File: config.mk
export PLATFORM = sky130hd
export DESIGN_NAME = entrada_cond
export DESIGN_NICKNAME = d
export VERILOG_FILES = /design/src/rtl/entrada_pkg.sv /design/src/rtl/sincronizador.sv /design/src/rtl/entrada_cond.sv
export SDC_FILE = /design/constraint.sdc
export NUM_CORES = 1
export LEC_CHECK = 0
export BUFFER_PORTS_ARGS = -buffer_cell sky130_fd_sc_hd__buf_2
export CAP_MARGIN = 25
export CORE_AREA = 2 2 90 92
export CTS_CLUSTER_DIAMETER = 50
export DETAILED_ROUTE_END_ITERATION = 8
export DIE_AREA = 0 0 92 94
export REMOVE_ABC_BUFFERS = 1
export SKIP_CTS_REPAIR_TIMING = 1
export SLEW_MARGIN = 20
export SYNTH_ARGS = -nofsm -noshare
export SYNTH_HDL_FRONTEND = slang
export SYNTH_SLANG_ARGS = --single-unit
File: constraint.sdc
create_clock -name clock -period 3.2 [get_ports clock]
set_input_delay 0.32 -clock clock [delete_from_list [all_inputs] [get_ports clock]]
set_output_delay 0.32 -clock clock [all_outputs]
set_load 0.005 [all_outputs]
File: src/rtl/entrada_pkg.sv
// Shared types and the BCD code validity rule for the Bulls and Cows input path.
// The game core reuses code_valid() for its own guess checking.
package entrada_pkg;

    typedef enum logic [1:0] {
        IDLE,
        PRESS_WAIT,
        HELD,
        RELEASE_WAIT
    } btn_state_t;

    localparam int N_DIGITS = 4;

    // A code is usable only if every digit is decimal and no digit repeats.
    function automatic logic code_valid(input logic [15:0] code);
        logic ok;
        ok = 1'b1;
        for (int i = 0; i < N_DIGITS; i++) begin
            if (code[4*i +: 4] > 4'd9) begin
                ok = 1'b0;
            end
            for (int j = i + 1; j < N_DIGITS; j++) begin
                if (code[4*i +: 4] == code[4*j +: 4]) begin
                    ok = 1'b0;
                end
            end
        end
        return ok;
    endfunction

endpackage

File: src/rtl/sincronizador.sv
// Multi-flop synchronizer chain for asynchronous board inputs.
// Each bit is synchronized independently; callers must not rely on cross-bit coherence.
module sincronizador #(
    parameter int DATA_W      = 1,
    parameter int SYNC_STAGES = 2
) (
    input  logic              clock,
    input  logic              reset,
    input  logic [DATA_W-1:0] async_i,
    output logic [DATA_W-1:0] sync_o
);

    logic [DATA_W-1:0] stage_q [SYNC_STAGES];

    always_ff @(posedge clock) begin
        if (reset) begin
            for (int i = 0; i < SYNC_STAGES; i++) begin
                stage_q[i] <= '0;
            end
        end else begin
            stage_q[0] <= async_i;
            for (int i = 1; i < SYNC_STAGES; i++) begin
                stage_q[i] <= stage_q[i-1];
            end
        end
    end

    assign sync_o = stage_q[SYNC_STAGES-1];

endmodule

File: src/rtl/entrada_cond.sv
// Input conditioner: synchronizes switches and enter button, debounces the button,
// and turns each debounced press into a single accept or reject strobe.
module entrada_cond
    import entrada_pkg::*;
#(
    parameter  int DEBOUNCE_CYCLES = 1_000_000,
    parameter  int SYNC_STAGES     = 2,
    localparam int CNT_W           = $clog2(DEBOUNCE_CYCLES + 1)
) (
    input  logic        clock,
    input  logic        reset,
    input  logic [15:0] code_raw,
    input  logic        enter_raw,
    output logic [15:0] code_q,
    output logic        accept_pulse,
    output logic        reject_pulse,
    output logic        btn_held
);

    localparam logic [CNT_W-1:0] CNT_MAX = CNT_W'(DEBOUNCE_CYCLES);
    localparam logic [CNT_W-1:0] CNT_ONE = CNT_W'(1);

    logic        btn_s;
    logic [15:0] code_s;

    btn_state_t       state_q, state_d;
    logic [CNT_W-1:0] cnt_q, cnt_d;
    logic             press_evt;
    logic             valid;
    logic [15:0]      code_d;
    logic             accept_d, reject_d;

    sincronizador #(.DATA_W(1), .SYNC_STAGES(SYNC_STAGES)) u_sync_btn (
        .clock  (clock),
        .reset  (reset),
        .async_i(enter_raw),
        .sync_o (btn_s)
    );

    sincronizador #(.DATA_W(16), .SYNC_STAGES(SYNC_STAGES)) u_sync_code (
        .clock  (clock),
        .reset  (reset),
        .async_i(code_raw),
        .sync_o (code_s)
    );

    // The edge that would bring the counter to CNT_MAX is the one that commits the
    // level change, so a clean edge is reported SYNC_STAGES+DEBOUNCE_CYCLES cycles later.
    always_comb begin
        state_d   = state_q;
        cnt_d     = cnt_q;
        press_evt = 1'b0;
        case (state_q)
            IDLE: begin
                if (btn_s) begin
                    state_d = PRESS_WAIT;
                    cnt_d   = CNT_ONE;
                end
            end
            PRESS_WAIT: begin
                if (!btn_s) begin
                    state_d = IDLE;
                    cnt_d   = '0;
                end else if (cnt_q >= CNT_MAX - CNT_ONE) begin
                    state_d   = HELD;
                    cnt_d     = '0;
                    press_evt = 1'b1;
                end else begin
                    cnt_d = cnt_q + CNT_ONE;
                end
            end
            HELD: begin
                if (!btn_s) begin
                    state_d = RELEASE_WAIT;
                    cnt_d   = CNT_ONE;
                end
            end
            RELEASE_WAIT: begin
                if (btn_s) begin
                    state_d = HELD;
                    cnt_d   = '0;
                end else if (cnt_q >= CNT_MAX - CNT_ONE) begin
                    state_d = IDLE;
                    cnt_d   = '0;
                end else begin
                    cnt_d = cnt_q + CNT_ONE;
                end
            end
            default: begin
                state_d = IDLE;
                cnt_d   = '0;
            end
        endcase
    end

    assign valid    = code_valid(code_s);
    assign accept_d = press_evt & valid;
    assign reject_d = press_evt & ~valid;
    assign code_d   = accept_d ? code_s : code_q;

    always_ff @(posedge clock) begin
        if (reset) begin
            state_q      <= IDLE;
            cnt_q        <= '0;
            code_q       <= 16'h0000;
            accept_pulse <= 1'b0;
            reject_pulse <= 1'b0;
        end else begin
            state_q      <= state_d;
            cnt_q        <= cnt_d;
            code_q       <= code_d;
            accept_pulse <= accept_d;
            reject_pulse <= reject_d;
        end
    end

    // The debounced level stays high until a release has been confirmed.
    assign btn_held = (state_q == HELD) || (state_q == RELEASE_WAIT);

endmodule

==> results of run 1 <==
-- power breakdown --
part	switching [mW]	total, mW	internal (mW)
Combinational	0.0599	0.105	0.0450
Sequential	0.0199	0.961	0.941
Clock	0.368	0.894	0.526
-- Yosys cell counts (all sizes together) (6+ instances only) --
master  number  area (um^2)
nand4       27        175.2
a31oi        9        56.30
dfxtp       74         1481
xnor2       20        175.2
nor2b       35        219.0
o31ai       16        165.2
nor2         7        26.28
nor4         6        56.31
nand3       11        60.06
o21ai       11        55.05
a21oi       33        168.9
xor2         9        86.34
nor3         6        30.03
nand2b       6        37.54
nand2       12        45.04
clkbuf      12        45.04
buf         12        107.6
-- final timing paths --
path / from / endpoint / cells past startpoint
min: code_raw[1] / u_sync_code.stage_q[0][1] / 2
min reg2reg: u_sync_code.stage_q[0][4] / u_sync_code.stage_q[0][20] / 1
max reg2reg: cnt_q[10] / code_q[1] / 5
max: cnt_q[10] / code_q[1] / 5
-- layout make-up --
class | instances | area [um^2] | share of cell area
sequential | 74 | 1481 | 0.4035
multi-input combinational | 235 | 1585 | 0.4318
timing repair buffer | 41 | 212.7 | 0.05794
clock inverter | 7 | 125.1 | 0.03408
inverter | 4 | 15.01 | 0.004090
tap | 102 | 127.6 | 0.03476
clock buffer | 9 | 123.9 | 0.03374
-- flip-flops by register name (all words and copies together), names as in the netlist, named ones only --
register	cells
accept_pulse	1
code_q	16
u_sync_code.stage_q	32
reject_pulse	1
u_sync_btn.stage_q	2
state_q	1
cnt_q	20
-- worst max-delay path, cell delays in order (launching register included) --
cell	delay, ps
dfxtp_1	380
or4_1	610
a21oi_2	220
o22a_1	780
o31ai_1	160
a21oi_1	150
-- cell families (layout without fill, tap and decap cells) --
kind of cell,Yosys count,after routing,share of synthesized area
AOI/OAI and AO/OA,82,82,0.1756
xor gates and xnor gates,29,29,0.08085
adders and majority gates,1,1,0.003868
buffers and inverters,28,61,0.05183
DFF,74,74,0.4580
muxes,2,2,0.006190
and+or+nand+nor,121,121,0.2236
-- through the flow --
| stage | instances | setup WS, ps | instance area (um^2) |
|---|---|---|---|
| after floorplan | 313 | 1192 | 3082 |
| after global placement | 455 | 933.5 | 3417 |
| after detailed placement | 456 | 909.1 | 3422 |
| after CTS | 472 | 863.6 | 3671 |
| after global routing | 472 | 658.3 | 3671 |
| final | 472 | 830.6 | 3671 |
-- layer usage --
layer	up-vias	share of wire	track usage	routed length [um]
li1	1271	-	-	-
met1	1149	0.50	0.2207	3301
met2	65	0.43	0.2402	2867
met3	7	0.054	0.05778	356
met4	0	0.011	0.05473	70
met5	-	0	0	0
==> flow_summary.ini, run 1 <==
[floorplan]
rows = 32
ios = 38
die_width_um = 92
dieArea_um2 = 8648
initial_core_util = 0.4252
die_h_um = 94
core-area_um2 = 7607

[route]
routed_wl_mm = 6.595
viasPerCell = 5.280
vias = 2492
initialDrtViolationCount = 246
drc = 0
dr.pass1.iters = 4
wire_per_inst_um = 13.97
ant_nets = 0

[global_routing]
grt_max_degree = 60
grt_usage = 0.1626
grt_pass1_wl_mm = 11.02
overflow = 0
grt_pass1_vias = 2281
antenna_found_initial = 0

[clocking]
htree_levels = 3
cts_tree = yes
insertion_delay_ps = 360
clkSlewWorstSetupHoldPaths_ps = 90
clock-sinks = 74
cts_made_buffers = 9
clock_path_buffers = 2
cts_root_buf = clkbuf_8

[finish]
layout_commonest_cell = dfxtp_1
area_growth_pct = 13.50
drive_above_1_share = 0.2108
final_nets = 385
layout_common_cells = dfxtp_1 (74), buf_2 (38), nor2b_1 (35)
n_fill_cell = 760
final_core_util = 0.4826
diodes = 0

[power_and_ir_drop]
power_density_nw_per_um2 = 533.8
power.leakage_nw = 1.323
max-vdd-ir-drop_mv = 0.2525
report.power.total_mw = 1.960

[yosys]
ys.flop_type = dfxtp_1
synth_edf_count = 0
ys_types = 47
ys_warn_count = 0
syn-cell-area_um2 = 3234
synthCells = 337
syn_avg_cell_area_um2 = 9.597
async_flop_share = 0
yosysSeqAreaShare = 0.4580
ys_ff_latch = 74

[setup_path]
crit_type = flop to flop
worst-endpoint-arrival_ps = 2650
cp-end-kind = flop
start_kind = flop
crit_path_max_fanout = 19
reg2reg_slack_ps = 830
cp.required_ps = 3480

[place]
place_congestion = 0.8959
dp_hpwl_mm = 4.380
portBuffers = 37

[timing]
totalNegativeSetupSlack_ps = 0
holdWs_ps = 168.4
slew_viol_final = 0
finalCritPeriodShare = 0.7404
rsz0062_at_grt = false
finalSetupViolCount = 0
max_slew_margin = 0.3056
period_needed_ps = 2369
tightest_slew_ps = 1039
fin_skew_ps = 13.32
hold_viol = 0
fmax_ghz = 0.4221

[job]
max_cap_violations = 0

[hold_path]
min_path_type = input port to flop

[outcome]
status = finished clean
Power figures use the tool's default switching activity.
==> run 2, diff against run 1 <==
==> constraint.sdc (replaced) <==
create_clock -name clock -period 2.5 [get_ports clock]
set_input_delay 0.25 -clock clock [delete_from_list [all_inputs] [get_ports clock]]
set_output_delay 0.25 -clock clock [all_outputs]
set_load 0.005 [all_outputs]
==> run 2 against run 1 <==
- setup slack got worse by 410 ps
- non-clock buffer count increased by 5
- clock skew decreased by 1.9 ps
- total power increased by 13%
- core utilization decreased by 0.18 points
- worst hold slack got worse by 66 ps
- die area unchanged
- sequential power increased by 28%
- combinational power increased by 30%
- maximum frequency increased by 14%
- register-to-register slack got worse by 410 ps
==> flow_summary.ini, run 2 (synthesis results as in run 1) <==
[outcome]
status = finished clean

[clocking]
clock-sinks = 74
cts_tree = yes
cts_made_buffers = 9
insertion_delay_ps = 350
clock_path_buffers = 2
htree_levels = 3
clkSlewWorstSetupHoldPaths_ps = 90
cts_root_buf = clkbuf_8

[route]
initialDrtViolationCount = 318
drc = 0
wire_per_inst_um = 13.55
routed_wl_mm = 6.464
vias = 2539
viasPerCell = 5.323
dr.pass1.iters = 4
ant_nets = 0

[timing]
finalSetupViolCount = 0
slew_viol_final = 0
setup_slack_ps = 423.0
finalCritPeriodShare = 0.8308
fmax_ghz = 0.4815
rsz0062_at_grt = false
hold_viol = 0
tightest_slew_ps = 903.9
fin_skew_ps = 11.38
max_slew_margin = 0.3974
period_needed_ps = 2077
totalNegativeSetupSlack_ps = 0

[setup_path]
worst-endpoint-arrival_ps = 2360
crit_path_max_fanout = 12
crit_family = compound AO/OA/AOI/OAI gates
worst-path-buf-inv = 1
reg2reg_slack_ps = 420
crit_type = flop to flop
rr_worst_depth = 7
cp-endpoint = cnt_q[14]
worstSetupPathDepth = 7
r2r-end = cnt_q[14]
cp.required_ps = 2780
crit_slowest_cell = dfxtp_1
start_kind = flop
crit_chain = xor2_2 > nand2_1 > nor4_2 > o2bb2ai_2 > buf_4 > a41oi_1 > a31oi_1
cp-end-kind = flop
cp_slowest_stage_delay_ps = 420

[floorplan]
core-area_um2 = 7607
die_width_um = 92
rows = 32
die_h_um = 94
dieArea_um2 = 8648
ios = 38
initial_core_util = 0.4252

[global_routing]
overflow = 0
grt_max_degree = 59
grt_pass1_wl_mm = 10.90
antenna_found_initial = 0
grt_pass1_vias = 2248
grt_usage = 0.1593

[job]
max_cap_violations = 0

[finish]
final_nets = 390
area_growth_pct = 13.08
drive_above_1_share = 0.2213
top_register = u_sync_code.stage_q
largest_reg_flops = 32
diodes = 0
layout_common_cells = dfxtp_1 (74), buf_2 (37), nor2b_1 (35)
stdcell_count = 477
n_fill_cell = 763
largest_registers = u_sync_code.stage_q (32), cnt_q (20), code_q (16)
layout_commonest_cell = dfxtp_1

[place]
portBuffers = 37
placedCellCount = 461
dp_slack_ps = 447.4
dp_hpwl_mm = 4.413
place_congestion = 0.8129

[hold_path]
min_path_type = input port to flop

[power_and_ir_drop]
power.leakage_nw = 1.317
power_density_nw_per_um2 = 607.4
max-vdd-ir-drop_mv = 0.3153
## run 2: changes by cell type in the layout (fill, tap and decap cells not counted)
cell | previous run | this run
buf_2 | 38 | 37
clkinvlp_4 | 0 | 2
buf_12 | 0 | 1
bufinv_16 | 3 | 0
buf_4 | 3 | 8
inv_6 | 2 | 3
## run 2: how the worst min path moves through the flow
stage | from | endpoint | cells after the start
6_report | code_raw[13] | u_sync_code.stage_q[0][13] | 2
3_3_place_gp | u_sync_code.stage_q[0][11] | u_sync_code.stage_q[0][27] | 1
2_1_floorplan | reset | flop | 1
5_1_grt | code_raw[14] | u_sync_code.stage_q[0][14] | 2
3_5_place_dp | u_sync_code.stage_q[0][3] | u_sync_code.stage_q[0][19] | 1
4_1_cts | code_raw[13] | u_sync_code.stage_q[0][13] | 2
## run 2: routing by layer
layer,track usage,vias to the layer above,wire length [um]
met5,0,-,0
met4,0.07338,0,116
met3,0.03612,12,400
met2,0.2243,71,2734
met1,0.2304,1170,3212
li1,-,1286,-
## run 2: area by class of cell
type                    instances  area [um^2]  area share
inverters                       4        15.01    0.004105
well taps                     102        127.6     0.03490
clock buffers                   9        123.9     0.03387
repair buffers                 46        265.3     0.07253
multi-input cells             235         1585      0.4335
clock inverters                 7        58.81     0.01608
flip-flops and latches         74         1481      0.4051
## run 2: report_power, final
group	switching, mW	leakage (nW)	internal (mW)
Sequential	0.0252	0.604	1.20
Combinational	0.0762	0.627	0.0608
Clock	0.481	0.0868	0.373
Total	0.583	1.32	1.64
## run 2: through the flow
stage / util / total power [mW] / instance area [um^2] / hold slack (ps)
finish: 0.4808 / 2.221 / 3657 / 102.3
global placement: 0.4567 / 1.393 / 3475 / 417.5
detailed placement: 0.4567 / 1.395 / 3475 / 420.4
CTS: 0.4808 / 2.247 / 3657 / 87.42
global route: 0.4808 / 2.317 / 3657 / 87.85
floorplan: - / 1.336 / 3082 / 319.1
